$ cat src/rtl/vadd_seq_pkg.sv
// Package: fp16 constants and the sequencer FSM encoding shared by the vadd_seq slice.
// Also provides the element-count clamp used when a new operation is accepted.
package vadd_seq_pkg;

    localparam int FP16_W = 16;
    localparam logic [FP16_W-1:0] FP16_ZERO = 16'h0000;
    localparam logic [FP16_W-1:0] FP16_INF  = 16'h7C00;

    typedef enum logic [1:0] {
        IDLE  = 2'd0,
        ISSUE = 2'd1,
        DRAIN = 2'd2,
        DONE  = 2'd3
    } seqState_t;

    // Requests longer than the vector register simply process the whole register.
    function automatic int clampLen(input int len, input int vlen);
        return (len > vlen) ? vlen : len;
    endfunction

endpackage

$ cat src/rtl/vadd_seq_if.sv
// Interface: operand, adder and result bundle between vadd_seq (slave) and its environment (master).
// The environment owns the request inputs and the external adder's Sum/Overflow.
interface vadd_seq_if
    import vadd_seq_pkg::*;
#(
    parameter int VLEN  = 16,
    parameter int LEN_W = 5
);

    logic                     Start;
    logic [LEN_W-1:0]         Len;
    logic [VLEN*FP16_W-1:0]   VecA;
    logic [VLEN*FP16_W-1:0]   VecB;
    logic [FP16_W-1:0]        AddA;
    logic [FP16_W-1:0]        AddB;
    logic [FP16_W-1:0]        AddSum;
    logic                     AddOvf;
    logic                     Busy;
    logic                     Done;
    logic [VLEN*FP16_W-1:0]   Result;
    logic                     OvfFlag;
    logic [LEN_W-1:0]         FirstOvfIdx;

    modport master (
        output Start, Len, VecA, VecB, AddSum, AddOvf,
        input  AddA, AddB, Busy, Done, Result, OvfFlag, FirstOvfIdx
    );

    modport slave (
        input  Start, Len, VecA, VecB, AddSum, AddOvf,
        output AddA, AddB, Busy, Done, Result, OvfFlag, FirstOvfIdx
    );

endinterface

$ cat src/rtl/vadd_tag_pipe.sv
// Module: vadd_tag_pipe -- {valid, index} delay line that tracks which element each adder result belongs to.
// Depth matches the adder latency plus the issue register, so the output lines up with AddSum.
module vadd_tag_pipe #(
    parameter int DEPTH = 2,
    parameter int IDX_W = 4
) (
    input  logic             clk,
    input  logic             rst_n,
    input  logic             i_valid,
    input  logic [IDX_W-1:0] i_idx,
    output logic             o_valid,
    output logic [IDX_W-1:0] o_idx,
    output logic             o_empty
);

    logic [DEPTH-1:0] r_valid;
    logic [IDX_W-1:0] r_idx [DEPTH];

    always_ff @(posedge clk or negedge rst_n) begin
        if (!rst_n) begin
            r_valid <= '0;
            for (int k = 0; k < DEPTH; k++) begin
                r_idx[k] <= '0;
            end
        end else begin
            r_valid[0] <= i_valid;
            r_idx[0]   <= i_idx;
            for (int k = 1; k < DEPTH; k++) begin
                r_valid[k] <= r_valid[k-1];
                r_idx[k]   <= r_idx[k-1];
            end
        end
    end

    assign o_valid = r_valid[DEPTH-1];
    assign o_idx   = r_idx[DEPTH-1];
    assign o_empty = ~|r_valid;

endmodule

$ cat src/rtl/vadd_seq.sv
// Module: vadd_seq -- issues fp16 element pairs to an external pipelined adder and gathers the sums.
// Optional feature: define VADD_OVF_IDX_EN to report the first overflowing element index on FirstOvfIdx.
module vadd_seq
    import vadd_seq_pkg::*;
#(
    parameter int VLEN    = 16,
    parameter int ADD_LAT = 1,
    parameter int LEN_W   = 5
) (
    input  logic      Clk2,
    input  logic      Rst_n,
    vadd_seq_if.slave bus
);

    localparam int IDX_W = $clog2(VLEN);
    localparam int VEC_W = VLEN * FP16_W;

    seqState_t         r_state;
    logic [VEC_W-1:0]  r_vecA;
    logic [VEC_W-1:0]  r_vecB;
    logic [VEC_W-1:0]  r_result;
    logic [LEN_W-1:0]  r_len;
    logic [LEN_W-1:0]  r_issueCnt;
    logic [FP16_W-1:0] r_addA;
    logic [FP16_W-1:0] r_addB;
    logic              r_busy;
    logic              r_done;
    logic              r_ovfFlag;
`ifdef VADD_OVF_IDX_EN
    logic [LEN_W-1:0]  r_firstOvfIdx;
`endif

    logic [LEN_W-1:0]  w_startLen;
    logic              w_issueLast;
    logic [IDX_W-1:0]  w_issueIdx;
    logic [FP16_W-1:0] w_elemA;
    logic [FP16_W-1:0] w_elemB;
    logic              w_tagInValid;
    logic [IDX_W-1:0]  w_tagInIdx;
    logic              w_tagOutValid;
    logic [IDX_W-1:0]  w_tagOutIdx;
    logic              w_pipeEmpty;

    assign w_startLen   = LEN_W'(clampLen(int'(bus.Len), VLEN));
    assign w_issueLast  = (r_issueCnt == r_len);
    assign w_issueIdx   = r_issueCnt[IDX_W-1:0];
    assign w_elemA      = r_vecA[FP16_W*int'(w_issueIdx) +: FP16_W];
    assign w_elemB      = r_vecB[FP16_W*int'(w_issueIdx) +: FP16_W];

    // A tag enters the pipe on every edge that places a real element on AddA/AddB.
    assign w_tagInValid = ((r_state == IDLE) && bus.Start && (w_startLen != '0)) ||
                          ((r_state == ISSUE) && !w_issueLast);
    assign w_tagInIdx   = (r_state == ISSUE) ? w_issueIdx : '0;

    vadd_tag_pipe #(
        .DEPTH (ADD_LAT + 1),
        .IDX_W (IDX_W)
    ) u_tagPipe (
        .clk     (Clk2),
        .rst_n   (Rst_n),
        .i_valid (w_tagInValid),
        .i_idx   (w_tagInIdx),
        .o_valid (w_tagOutValid),
        .o_idx   (w_tagOutIdx),
        .o_empty (w_pipeEmpty)
    );

    always_ff @(posedge Clk2 or negedge Rst_n) begin
        if (!Rst_n) begin
            r_state    <= IDLE;
            r_vecA     <= '0;
            r_vecB     <= '0;
            r_result   <= '0;
            r_len      <= '0;
            r_issueCnt <= '0;
            r_addA     <= FP16_ZERO;
            r_addB     <= FP16_ZERO;
            r_busy     <= 1'b0;
            r_done     <= 1'b0;
            r_ovfFlag  <= 1'b0;
`ifdef VADD_OVF_IDX_EN
            r_firstOvfIdx <= '0;
`endif
        end else begin
            if (w_tagOutValid) begin
                r_result[FP16_W*int'(w_tagOutIdx) +: FP16_W] <= bus.AddSum;
                if (bus.AddOvf) begin
                    r_ovfFlag <= 1'b1;
                end
`ifdef VADD_OVF_IDX_EN
                if (bus.AddOvf && !r_ovfFlag) begin
                    r_firstOvfIdx <= LEN_W'(w_tagOutIdx);
                end
`endif
            end

            case (r_state)
                IDLE: begin
                    if (bus.Start) begin
                        r_vecA    <= bus.VecA;
                        r_vecB    <= bus.VecB;
                        r_len     <= w_startLen;
                        r_result  <= '0;
                        r_ovfFlag <= 1'b0;
                        r_busy    <= 1'b1;
`ifdef VADD_OVF_IDX_EN
                        r_firstOvfIdx <= '0;
`endif
                        if (w_startLen != '0) begin
                            r_addA     <= bus.VecA[FP16_W-1:0];
                            r_addB     <= bus.VecB[FP16_W-1:0];
                            r_issueCnt <= LEN_W'(1);
                            r_state    <= ISSUE;
                        end else begin
                            r_state    <= DONE;
                        end
                    end
                end

                ISSUE: begin
                    if (w_issueLast) begin
                        r_addA  <= FP16_ZERO;
                        r_addB  <= FP16_ZERO;
                        r_state <= DRAIN;
                    end else begin
                        r_addA     <= w_elemA;
                        r_addB     <= w_elemB;
                        r_issueCnt <= r_issueCnt + LEN_W'(1);
                    end
                end

                DRAIN: begin
                    if (w_pipeEmpty) begin
                        r_state <= DONE;
                        r_done  <= 1'b1;
                        r_busy  <= 1'b0;
`ifdef VADD_OVF_IDX_EN
                        if (!r_ovfFlag) begin
                            r_firstOvfIdx <= LEN_W'(VLEN);
                        end
`endif
                    end
                end

                // A zero-length request arrives here with Done still low and raises it one edge later.
                DONE: begin
                    if (r_done) begin
                        r_done  <= 1'b0;
                        r_state <= IDLE;
                    end else begin
                        r_done  <= 1'b1;
                        r_busy  <= 1'b0;
`ifdef VADD_OVF_IDX_EN
                        if (!r_ovfFlag) begin
                            r_firstOvfIdx <= LEN_W'(VLEN);
                        end
`endif
                    end
                end

                default: r_state <= IDLE;
            endcase
        end
    end

    assign bus.AddA    = r_addA;
    assign bus.AddB    = r_addB;
    assign bus.Busy    = r_busy;
    assign bus.Done    = r_done;
    assign bus.Result  = r_result;
    assign bus.OvfFlag = r_ovfFlag;
`ifdef VADD_OVF_IDX_EN
    assign bus.FirstOvfIdx = r_firstOvfIdx;
`else
    assign bus.FirstOvfIdx = '0;
`endif

endmodule
$ cat src/flat_wrapper.sv
// flat-port wrapper written by rule: the top's interface ports become plain ports
module vadd_seq_flat import vadd_seq_pkg::*;
#(
    parameter int VLEN    = 16,
    parameter int ADD_LAT = 1,
    parameter int LEN_W   = 5
)
  (Clk2, Rst_n, bus_Start, bus_Len, bus_VecA, bus_VecB, bus_AddSum, bus_AddOvf, bus_AddA, bus_AddB, bus_Busy, bus_Done, bus_Result, bus_OvfFlag, bus_FirstOvfIdx);
  vadd_seq_if #(.VLEN(VLEN), .LEN_W(LEN_W)) bus_i ();
  input  logic Clk2;
  input  logic Rst_n;
  input wire logic [$bits(bus_i.Start)-1:0] bus_Start;
  input wire logic [$bits(bus_i.Len)-1:0] bus_Len;
  input wire logic [$bits(bus_i.VecA)-1:0] bus_VecA;
  input wire logic [$bits(bus_i.VecB)-1:0] bus_VecB;
  input wire logic [$bits(bus_i.AddSum)-1:0] bus_AddSum;
  input wire logic [$bits(bus_i.AddOvf)-1:0] bus_AddOvf;
  output wire logic [$bits(bus_i.AddA)-1:0] bus_AddA;
  output wire logic [$bits(bus_i.AddB)-1:0] bus_AddB;
  output wire logic [$bits(bus_i.Busy)-1:0] bus_Busy;
  output wire logic [$bits(bus_i.Done)-1:0] bus_Done;
  output wire logic [$bits(bus_i.Result)-1:0] bus_Result;
  output wire logic [$bits(bus_i.OvfFlag)-1:0] bus_OvfFlag;
  output wire logic [$bits(bus_i.FirstOvfIdx)-1:0] bus_FirstOvfIdx;
  assign bus_i.Start = bus_Start;
  assign bus_i.Len = bus_Len;
  assign bus_i.VecA = bus_VecA;
  assign bus_i.VecB = bus_VecB;
  assign bus_i.AddSum = bus_AddSum;
  assign bus_i.AddOvf = bus_AddOvf;
  assign bus_AddA = bus_i.AddA;
  assign bus_AddB = bus_i.AddB;
  assign bus_Busy = bus_i.Busy;
  assign bus_Done = bus_i.Done;
  assign bus_Result = bus_i.Result;
  assign bus_OvfFlag = bus_i.OvfFlag;
  assign bus_FirstOvfIdx = bus_i.FirstOvfIdx;
  vadd_seq #(.VLEN(VLEN), .ADD_LAT(ADD_LAT), .LEN_W(LEN_W)) u_core (.Clk2(Clk2), .Rst_n(Rst_n), .bus(bus_i));
endmodule
$ cat config.mk
export PLATFORM = sky130hd
export DESIGN_NAME = vadd_seq_flat
export DESIGN_NICKNAME = d
export VERILOG_FILES = /design/src/rtl/vadd_seq_pkg.sv /design/src/rtl/vadd_seq_if.sv /design/src/rtl/vadd_tag_pipe.sv /design/src/rtl/vadd_seq.sv /design/src/flat_wrapper.sv
export SDC_FILE = /design/constraint.sdc
export NUM_CORES = 2
export LEC_CHECK = 0
export CAP_MARGIN = 25
export CORE_AREA = 2 2 327 329
export CTS_CLUSTER_SIZE = 28
export DETAILED_ROUTE_END_ITERATION = 12
export DIE_AREA = 0 0 329 331
export DONT_BUFFER_PORTS = 1
export PLACE_DENSITY = 0.48
export RECOVER_POWER = 50
export SYNTH_ARGS = -nofsm -noshare
export SYNTH_HDL_FRONTEND = slang
export SYNTH_HIERARCHICAL = 1
export SYNTH_SLANG_ARGS = --single-unit
$ cat constraint.sdc
create_clock -name Clk2 -period 3.5 [get_ports Clk2]
set_clock_uncertainty 0.1 [all_clocks]
set_input_delay 0.525 -clock Clk2 [delete_from_list [all_inputs] [get_ports Clk2]]
set_output_delay 0.525 -clock Clk2 [all_outputs]
set_load 0.05 [all_outputs]
==> impl_metrics.ini <==
[outcome]
status = finished with violations
violations = hold timing, capacitance limit, slew limit

[timing]
tns_ns = 0
rsz0062_at_grt = false
slew-limit-headroom_pct = -61.93
max_freq_mhz = 354.1
period_share_pct = 80.70
period_minus_slack_ns = 2.824
tightest_slew_ns = 2.429
finalHoldViolCount = 261
setup_viol = 0
drv_slew = 229
hold_slack_ns = -0.5471

[flow_run]
max-cap-violations = 2

[critical_path]
critical_path_class = register to register
crit_arrival_ns = 3.27
reg2reg_to = u_core/bus.Result[19]$_DFF_PN0_
worstPathRequired_ns = 3.94
start_kind = register
ff2ff_setup_slack_ns = 0.68
timing.rr.start = u_core/u_tagPipe/o_idx[2]$_DFF_PN0_
critPathMaxFanout = 17
cp-startpoint = u_core/u_tagPipe/o_idx[2]$_DFF_PN0_
cp-end-kind = register
rr_worst_depth = 7

[pwr]
leakage_uw = 0.02311
ir_drop_v = 0.0004987
powerDensity_nw_per_um2 = 852.2

[global_routing]
overflow = 0
antenna_found_initial = 49
grt_pass1_vias = 29670
grt_start_max_net_pins = 826
grt_use_total_pct = 24.59
grt_first_pass_wirelength_um = 199800

[drt]
first_iter_violations = 2145
final_antenna_net_count = 0
viasPerCell = 5.041
wl_per_cell_um = 23.81
dr.pass1.iters = 5
wirelength_um = 137500
drc = 0
vias = 29110

[floorplan]
ioPinCount = 833
core_area_um2 = 105000
initial_utilization_pct = 34.86
die_y_um = 331
die_x_um = 329
dieArea_um2 = 108900
fp-row-count = 119

[yosys]
ys_seq_area_share_pct = 56.41
synth_edf_count = 0
syn_avg_cell_area_um2 = 9.588
yosys_warnings = 6
ys.flop_type = dfrtp_1
synth_cells = 3817
syn_area_um2 = 36600
synth_cell_types = 56
synth.area.top_cells = dfrtp_1 (56%), nand2_1 (18%), mux2i_1 (9.2%)
synth.largest_area_cell = dfrtp_1
yosysTopAreaCellShare_pct = 56.41
ys_ff_latch = 825
async_flop_share_pct = 100.0

[place]
place.gp.congestion = 0.8320
dpl_cell_area_um2 = 38080
portBuffers = 0
dp_hpwl_um = 91570

[clocking]
insertion_delay_ns = 0.69
path_clk_slew_ns = 0.06
cts_root_buffer = clkbuf_16
ctsResizeCount = 0
cts.sink_count = 825
htree_levels = 3
clockBufferDepth = 3
cts_tree = yes
postCtsHoldBufs = 533
cts_buffers = 96
post_cts_buffers = 0

[layout]
area_delta_synth_final_pct = 27.80
fin_nets = 4807
design_area_um2 = 46770
layout-drive-gt1-share_pct = 7.354

[worst_hold_path]
hp-class = primary input to asynchronous set/reset pin
-- area by class of cell --
cell class	count	area (um^2)
multi-input cells	2722	14890
well taps	1391	1740
inverters	10	37.54
clock buffers	146	2850
repair buffers	606	6176
flip-flops and latches	825	20660
clock inverters	29	299.0
fillers	10110	58200
diodes	46	115.1
-- power breakdown --
group	switching (uW)	internal (uW)
sequential	3440	12800
clock	4250	5910
combinational	8080	5420
total	15800	24100
-- layout by cell type (no fill, tap or decap), types with 32 or more instances in the layout --
cell           instances
nand2_1             1714
dfrtp_1              821
dlygate4sd3_1        533
mux2i_1              336
nor2_1               247
clkbuf_16             96
mux4_2                64
a221oi_1              64
a21oi_1               53
buf_4                 48
diode_2               46
nand2b_1              38
and2_1                34
a22oi_1               32
o221ai_1              32
-- flip-flops by register name, summed over array words and instances (netlist names) --
signal                    flops
u_core/bus.Result           256
u_core/r_vecA               256
u_core/r_vecB               256
u_core/bus.AddA              16
u_core/bus.AddB              16
u_core/r_issueCnt             5
u_core/r_len                  5
u_core/u_tagPipe/o_idx        4
u_core/u_tagPipe/r_idx        4
u_core/r_state                2
u_core/u_tagPipe/r_valid      2
u_core/bus.Busy               1
u_core/bus.Done               1
u_core/bus.OvfFlag            1
-- metrics by stage --
step	std cells	util (%)	power, uW	hold WS [ns]	worst slack, ns
after global placement	5016	36.27	28970	0.1778	0.7318
after floorplan	3821	-	24570	0.1294	0.5866
after global routing	5758	44.51	42300	-0.5972	0.4412
after CTS	5724	44.36	39990	-0.5684	0.6654
after detailed placement	5016	36.27	29110	0.1725	0.6888
final	5775	44.55	39860	-0.5471	0.6756
-- Yosys cell counts, drive strengths merged, types with 3 or more instances --
cell,n
clkbuf,196
mux4,64
nor2b,4
buf,68
mux2i,336
nand4,4
a221o,3
a21oi,53
nand2b,38
o21ai,7
inv,9
nor2,251
and3,16
nand2,1715
or3,3
nor3,8
nor3b,6
ha,9
o221ai,33
a221oi,64
dfrtp,825
xnor2,6
and2,38
nand3,5
a22oi,32
-- logic make-up after synthesis --
kind of cell	share of synthesized area, %
AOI/OAI and AO/OA	4.096
xor gates and xnor gates	0.2120
adders and majority gates	0.3077
buffers and inverters	3.190
DFF	56.41
muxes	13.13
other	0.01025
and+or+nand+nor	22.64
-- worst max-delay path, cell delays in order (launching register included) --
cell and delay, ns:
dfrtp_1 0.46, nor3_1 0.28, ha_1 0.60, nand4_1 0.43
nor2_2 0.17, buf_4 0.33, mux2i_1 0.23, nor2_1 0.06
-- how the worst max path moves through the flow --
stage                                  endpoint  slack [ns]  cells after the start
2_1_floorplan  u_core/bus.Result[166]$_DFF_PN0_        0.59                     12
3_5_place_dp    u_core/bus.Result[19]$_DFF_PN0_        0.69                      7
4_1_cts         u_core/bus.Result[19]$_DFF_PN0_        0.67                      7
3_3_place_gp   u_core/bus.Result[191]$_DFF_PN0_        0.73                      5
5_1_grt         u_core/bus.Result[51]$_DFF_PN0_        0.44                      7
6_report        u_core/bus.Result[19]$_DFF_PN0_        0.68                      7
-- layer usage --
metal  GRT usage [%]  vias to the layer above  share of wire (%)
met5               0                        -               0.12
met4           9.470                       24                3.7
met3           6.307                      307                7.3
met2           40.46                     1077                 48
met1           31.09                    14340                 41
li1                -                    13370                  -
Note: power is estimated with default switching activity, not from simulation.
